`src/rtl/uart_receive_pkg.sv`:
```
// Shared types for the UART receive path: receiver FSM states and the byte type
// also used by the transmitter.
package uart_receive_pkg;

    localparam int UART_DATA_WIDTH = 8;

    typedef logic [UART_DATA_WIDTH-1:0] UART_DATA_TYPE;

    typedef enum logic [2:0] {
        IDLE  = 3'd0,
        START = 3'd1,
        DATA  = 3'd2,
        STOP  = 3'd3,
        BREAK = 3'd4
    } RX_STATE_TYPE;

endpackage

```
`src/rtl/uart_receive_sync_2ff.sv`:
```
// Two-flop synchronizer for signals crossing into the clk domain; the reset value
// is a port so an idle-high line can come out of reset without a false edge.
module sync_2ff #(
    parameter int WIDTH = 1
) (
    input  logic             clk,
    input  logic             rst_n,
    input  logic [WIDTH-1:0] rst_val,
    input  logic [WIDTH-1:0] d,
    output logic [WIDTH-1:0] q
);

    logic [WIDTH-1:0] meta_q;
    logic [WIDTH-1:0] sync_q;

    // NOTE: sequential state is written with <= so every flop samples the
    // pre-edge value of its source; with = the two stages would collapse into one.
    always_ff @(posedge clk or negedge rst_n) begin
        if (!rst_n) begin
            meta_q <= rst_val;
            sync_q <= rst_val;
        end else begin
            meta_q <= d;
            sync_q <= meta_q;
        end
    end

    assign q = sync_q;

endmodule

```
`src/rtl/uart_receive.sv`:
```
// 8N1 UART receiver: samples mid-bit from the detected start edge, presents each
// good byte with a one-cycle valid strobe and flags bad stop bits with frame_err.
module uart_receive
    import uart_receive_pkg::*;
#(
    parameter int WTIME      = 10,
    parameter int DATA_WIDTH = 8
) (
    input  logic                  CLOCK,
    input  logic                  RESET,
    input  logic                  UART_RX,
    output logic [DATA_WIDTH-1:0] data,
    output logic                  valid,
    output logic                  frame_err,
    output logic                  busy
);

    localparam int CNT_W = $clog2(WTIME);
    localparam int BIT_W = $clog2(DATA_WIDTH + 1);

    localparam logic [CNT_W-1:0] HALF_LAST = CNT_W'(WTIME / 2 - 1);
    localparam logic [CNT_W-1:0] FULL_LAST = CNT_W'(WTIME - 1);
    localparam logic [BIT_W-1:0] BIT_LAST  = BIT_W'(DATA_WIDTH - 1);

    logic rx_s;

    RX_STATE_TYPE          state_q,     state_d;
    logic [CNT_W-1:0]      clk_cnt_q,   clk_cnt_d;
    logic [BIT_W-1:0]      bit_cnt_q,   bit_cnt_d;
    logic [DATA_WIDTH-1:0] shift_q,     shift_d;
    logic [DATA_WIDTH-1:0] data_q,      data_d;
    logic                  valid_q,     valid_d;
    logic                  frame_err_q, frame_err_d;

    sync_2ff #(
        .WIDTH (1)
    ) u_sync (
        .clk     (CLOCK),
        .rst_n   (RESET),
        .rst_val (1'b1),
        .d       (UART_RX),
        .q       (rx_s)
    );

    // NOTE: every variable gets its hold/default value before the case so no
    // path through this block leaves one unassigned and infers a latch.
    always_comb begin
        state_d     = state_q;
        clk_cnt_d   = clk_cnt_q;
        bit_cnt_d   = bit_cnt_q;
        shift_d     = shift_q;
        data_d      = data_q;
        valid_d     = 1'b0;
        frame_err_d = 1'b0;

        unique case (state_q)
            IDLE: begin
                if (!rx_s) begin
                    state_d   = START;
                    clk_cnt_d = '0;
                end
            end

            START: begin
                if (clk_cnt_q == HALF_LAST) begin
                    clk_cnt_d = '0;
                    bit_cnt_d = '0;
                    // A start bit that is already gone by mid-bit was a glitch.
                    state_d   = rx_s ? IDLE : DATA;
                end else begin
                    clk_cnt_d = clk_cnt_q + CNT_W'(1);
                end
            end

            DATA: begin
                if (clk_cnt_q == FULL_LAST) begin
                    shift_d   = {rx_s, shift_q[DATA_WIDTH-1:1]};
                    clk_cnt_d = '0;
                    bit_cnt_d = bit_cnt_q + BIT_W'(1);
                    if (bit_cnt_q == BIT_LAST) begin
                        state_d = STOP;
                    end
                end else begin
                    clk_cnt_d = clk_cnt_q + CNT_W'(1);
                end
            end

            STOP: begin
                if (clk_cnt_q == FULL_LAST) begin
                    clk_cnt_d = '0;
                    if (rx_s) begin
                        data_d  = shift_q;
                        valid_d = 1'b1;
                        state_d = IDLE;
                    end else begin
                        frame_err_d = 1'b1;
                        state_d     = BREAK;
                    end
                end else begin
                    clk_cnt_d = clk_cnt_q + CNT_W'(1);
                end
            end

            BREAK: begin
                // Wait out a held-low line so it cannot retrigger as new frames.
                if (rx_s) begin
                    state_d = IDLE;
                end
            end

            default: begin
                state_d = IDLE;
            end
        endcase
    end

    // NOTE: the shift register is reset along with the control state so a frame
    // cut short by reset can never leak stale bits into a later byte.
    always_ff @(posedge CLOCK or negedge RESET) begin
        if (!RESET) begin
            state_q     <= IDLE;
            clk_cnt_q   <= '0;
            bit_cnt_q   <= '0;
            shift_q     <= '0;
            data_q      <= '0;
            valid_q     <= 1'b0;
            frame_err_q <= 1'b0;
        end else begin
            state_q     <= state_d;
            clk_cnt_q   <= clk_cnt_d;
            bit_cnt_q   <= bit_cnt_d;
            shift_q     <= shift_d;
            data_q      <= data_d;
            valid_q     <= valid_d;
            frame_err_q <= frame_err_d;
        end
    end

    assign data      = data_q;
    assign valid     = valid_q;
    assign frame_err = frame_err_q;
    assign busy      = (state_q != IDLE);

endmodule

```
`config.mk`:
```
export PLATFORM = sky130hd
export DESIGN_NAME = uart_receive
export DESIGN_NICKNAME = d
export VERILOG_FILES = /design/src/rtl/uart_receive_pkg.sv /design/src/rtl/uart_receive_sync_2ff.sv /design/src/rtl/uart_receive.sv
export SDC_FILE = /design/constraint.sdc
export NUM_CORES = 1
export LEC_CHECK = 0
export CORE_ASPECT_RATIO = 1.2
export CORE_MARGIN = 2
export CORE_UTILIZATION = 25
export DETAILED_ROUTE_END_ITERATION = 8
export GPL_TIMING_DRIVEN = 0
export MAX_ROUTING_LAYER = met4
export PLACE_DENSITY_LB_ADDON = 0.05
export SYNTH_ARGS = -nofsm -noshare
export SYNTH_HDL_FRONTEND = slang
export SYNTH_SLANG_ARGS = --single-unit
export TNS_END_PERCENT = 30
```
`constraint.sdc`:
```
create_clock -name CLOCK -period 3.9 [get_ports CLOCK]
set_clock_uncertainty 0.15 [all_clocks]
set_input_delay 0.78 -clock CLOCK [delete_from_list [all_inputs] [get_ports CLOCK]]
set_output_delay 0.78 -clock CLOCK [all_outputs]
set_load 0.02 [all_outputs]
```
**Word level (Yosys, flattened, before mapping)**

Cells that the tools add are included.

- Register bits: 31
- Input port bits: 3
- Output and inout bits: 11
- Word-level logic and storage cells: 56

- $add $sub $neg: 2
- Equality and inequality tests: 13
- Multiplexer cells: 22
- Reductions and logical operators: 10

Operators by type and width:

| kind | number |
|---|---|
| two-way mux 3 bit | 7 |
| two-way mux 4 bit | 5 |
| case mux 3 bit (5 select lines) | 1 |
| case mux 4 bit (3 select lines) | 1 |
| != test 2 bit (second input constant) | 5 |
| adder 4 x 1 -> 4 bit (second input constant) | 2 |
| equality test 4 x 3 -> 1 bit (second input constant) | 2 |
| case mux 4 bit (2 select lines) | 1 |
| equality test 3 x 2 -> 1 bit (second input constant) | 2 |
| two-way mux 1 bit | 6 |
| AND reduction 3 bit | 2 |
| AND reduction 6 bit | 1 |
| nonzero test 3 bit | 2 |
| equality test 4 bit (second input constant) | 1 |
| AND reduction 2 bit | 2 |
| equality test 3 x 1 -> 1 bit (second input constant) | 1 |
| equality test 3 bit (second input constant) | 1 |
| logical NOT 3 bit | 1 |
| two-way mux 2 bit | 1 |
| != test 2 x 1 -> 1 bit (second input constant) | 1 |
| nonzero test 2 bit | 1 |
| OR reduction 2 bit | 1 |

**Depth between registers and ports, before layout**

- Word-level depth: 4
- Depth in mapped cells: 7
- Mapped depth without buffers: 6

**Worst setup path before layout**

No wires, ideal clock.

- Kind: register to output
- From: register state_q[0]
- To: output port busy
- Arrival: 942 ps
- Slack: 2028 ps
- Stages on the path, launching flop included: 3
- Path buffers: 1
- Path through: dfrtp_1 > buf_2 > or3_1

- Cells in the longest elaborated chain, start to end: 1

RTL lines:

| item | line | RTL |
|---|---|---|
| from (decl) | uart_receive.sv:27 | `RX_STATE_TYPE state_q, state_d;` |
| from (signal assigned) | uart_receive.sv:129 | `state_q <= state_d;` |
| nonzero test 3 bit | uart_receive.sv:142 | `assign busy = (state_q != IDLE);` |
| to (decl) | uart_receive.sv:15 | `output logic busy` |

No other way between the ends.

**Worst setup path after layout**

Same ends and word-level chain as after synthesis.

==> metrics.md <==
| Metric | Value |
|---|---|
| Status | finished clean |
| First-pass GRT wire length | 4580 microns |
| Clk_lat worst skew | 0.28 ns |
| Setup total negative slack | 0 ns |
| Worst setup margin | roughly 1.3 ns |
| Mean post-synth cell area | 12.7 sq um |
| # fillers | 546 |
| Cell Area, Synth | 1380 sq um |
| Critical path data arrival time | 1.71 ns |
| Detail Placement HPWL | about 1700 microns |
| Final Hold Vio Count | 0 |
| Starting Density | 0.261 |
| Final WL | 2550 microns |
| Via density | 4.60 |
| Initial antenna violation count | 0 |
| Hold_ws | 0.205 ns |
| Commonest register cell after synthesis | dfrtp_1 |
| CTS root buffer | clkbuf_8 |
| Chip height | 85.4 microns |
| ANT nets after route | 0 |
| Nets | approximately 140 |
| Die area | 6140 sq um |
| CTS tree | yes |
| Slew @ Worst Pin | between 0.6 and 0.7 ns |
| Max incr delay on CP | 0.54 ns |
| DR pass1 iterations | 4 |
| 1st-iter DRT viols | 63 |
| RSZ-0062 raised after global routing | false |
| Crit-path max FO | 10 |
| Ranking of synthesized cells by area | dfrtp_1 53%, mux2_2 13%, dfstp_2 3.8% |
| Vias in the first global route | 930 |
| Residual DRC | 0 |
| Final min period | 2.64 ns |
| EDFF count, synth | 0 |
| PortBufs | 13 |
| Post_cts resized | 0 |
| Routability cong. | ~0.76 |
| Clock Tree Buf Depth | 2 |
| IO Count | 14 |
| Rows | 29 |
| CTS Hold Bufs | 0 |
| Max IR drop VDD | roughly 0.21 mV |
| Post-Syn Nets | roughly 120 |
| Synth warn | 0 |
| Yosys top cell area share | 0.525 |
| Share of cells above drive strength 1 | 0.262 |
| Clock-pin slew on the worst setup and hold paths | 0.06 ns |
| CTS sink count | 31 |
| Synth unique cells | 34 |
| Slowest library cell on the worst path | clkdlybuf4s50_1 |
| Power Density | 548 nW/um^2 |
| Tot Pwr | around 0.91 mW |
| Final setup fails | 0 |
| Max frequency | approximately 0.38 GHz |
| CORE AREA | 5300 sq um |
| DR vias | 884 |
| Global route overflow | 0 |
| H-tree depth | 2 |
| Async SR Flop Fraction | 1.00 |
| Largest area contributor in the netlist | dfrtp_1 |
| Final worst-path cycle share | 0.677 |
| Area Growth Syn to Fin | 20.6% |
| Syn Inst Count | ~110 |
| Setup WS pre-CTS | 1.57 ns |
| GRT Total Usage | 0.100 |
| Count of final max-slew check failures | 0 |
| CTS Buf Count | 5 |
| Worst setup EP type | primary output |
| Path category of the worst min-delay check | reg -> reg |
| Max Cap Viol | 0 |
| Leakage | 0.788 nW |
| Die span in x | 71.9 microns |
| Top post-synthesis cells by count | 29 x dfrtp_1, 16 x mux2_2, 7 x nor2_1 |
| # Post-CTS Setup Buffers | 0 |
| Inserted Diodes | 0 |
| Buf+Inv Stages, Crit Path | 2 |
| Register area share after synthesis | 0.563 |
| Startpoint types | flip-flop |
| Count leader, synth | dfrtp_1 |
| Crit path cell chain | buf_2 > or3_1 > clkdlybuf4s50_1 |
| Crit-path leading delay family | buffers and inverters |
| Setup CP Type | reg -> out |
| CP Data Required Time | just under 3 ns |
| Relative slew slack | 0.538 |
| Post-synthesis register bit count | 31 |
| Largest net degree at the start of global routing | 32 |
| WL per Instance | 13.3 microns |
==> report_power, final <==
group / leakage (nW) / internal (mW) / total (mW) / switching, mW
registers: 0.416 / 0.370 / 0.427 / 0.0574
logic: 0.330 / 0.115 / 0.247 / 0.132
clock network: 0.0422 / 0.125 / 0.238 / 0.113
total: 0.788 / 0.610 / 0.913 / 0.303
==> area by class of cell <==
cell class | count | area, sq um | area share
well taps | 62 | 77.6 | 0.0466
plain buffers | 3 | 21.3 | 0.0128
clock buffers | 7 | 76.3 | 0.0458
flip-flops and latches | 31 | 778 | 0.467
inverters | 5 | 18.8 | 0.0113
clock inverters | 1 | 5.00 | 0.00301
multi-input cells | 70 | 563 | 0.338
repair buffers | 13 | 125 | 0.0751
==> path summary, 6_finish.rpt <==
path	depth (start not counted)	slack [ns]	start	endpoint
worst max-delay path	3	1.26	state_q[0]	busy
worst min-delay path	0	0.21	u_sync.meta_q	u_sync.q
worst max register to register	6	1.92	clk_cnt_q[1]	data[5]
worst min register to register	0	0.21	u_sync.meta_q	u_sync.q
max in group asynchronous	1	2.75	RESET	shift_q[5]
min in group asynchronous	1	0.39	RESET	bit_cnt_q[0]
==> placed cells by master (no fill, tap or decap), types with 4 or more instances in the layout <==
master	Yosys	routed
clkdlybuf4s50_1	0	12
ha_1	4	4
mux2_2	16	16
dfrtp_1	29	29
nand2_1	5	5
o21ai_0	4	4
inv_1	5	5
clkbuf_8	0	5
a21oi_1	4	4
nand3_1	5	5
nor2_1	7	7
==> through the flow <==
| step | instances | util | cell area [sq um] |
|---|---|---|---|
| after detailed placement | 184 | 0.299 | 1580 |
| after floorplan | 109 | - | 1380 |
| final | 192 | 0.314 | 1670 |
| after global routing | 192 | 0.314 | 1670 |
| after global placement | 184 | 0.300 | 1590 |
| after CTS | 192 | 0.314 | 1670 |
==> registers in the layout, summed over array words and instances (netlist names) <==
name           flops
u_sync.meta_q      1
data               8
frame_err          1
state_q            3
shift_q            8
bit_cnt_q          4
clk_cnt_q          4
u_sync.q           1
valid              1
==> logic make-up (layout without fill, tap and decap cells) <==
kind of cell | after synthesis | count (layout) | synth area share
and+or+nand+nor | 33 | 33 | 0.147
DFF | 31 | 31 | 0.563
muxes | 17 | 17 | 0.138
AOI/OAI and AO/OA | 16 | 16 | 0.0870
buffers and inverters | 8 | 29 | 0.0290
adders and majority gates | 4 | 4 | 0.0362
==> worst reg2reg max path, cell delays in order (launching register included) <==
cell and delay [ns]:
dfrtp_1 0.41, inv_1 0.11, ha_1 0.17, and3b_1 0.15, buf_2 0.15, nand4_2 0.33
mux2_2 0.39
==> layer usage <==
metal  routed length (microns)  vias to the layer above  global-route usage
met5                         0                        -                   -
met1                      1250                      438               0.126
met4                        53                        0              0.0463
li1                          -                      426                   -
met3                        91                        5              0.0297
met2                      1160                       15               0.146
(Power assumes the default switching activity.)
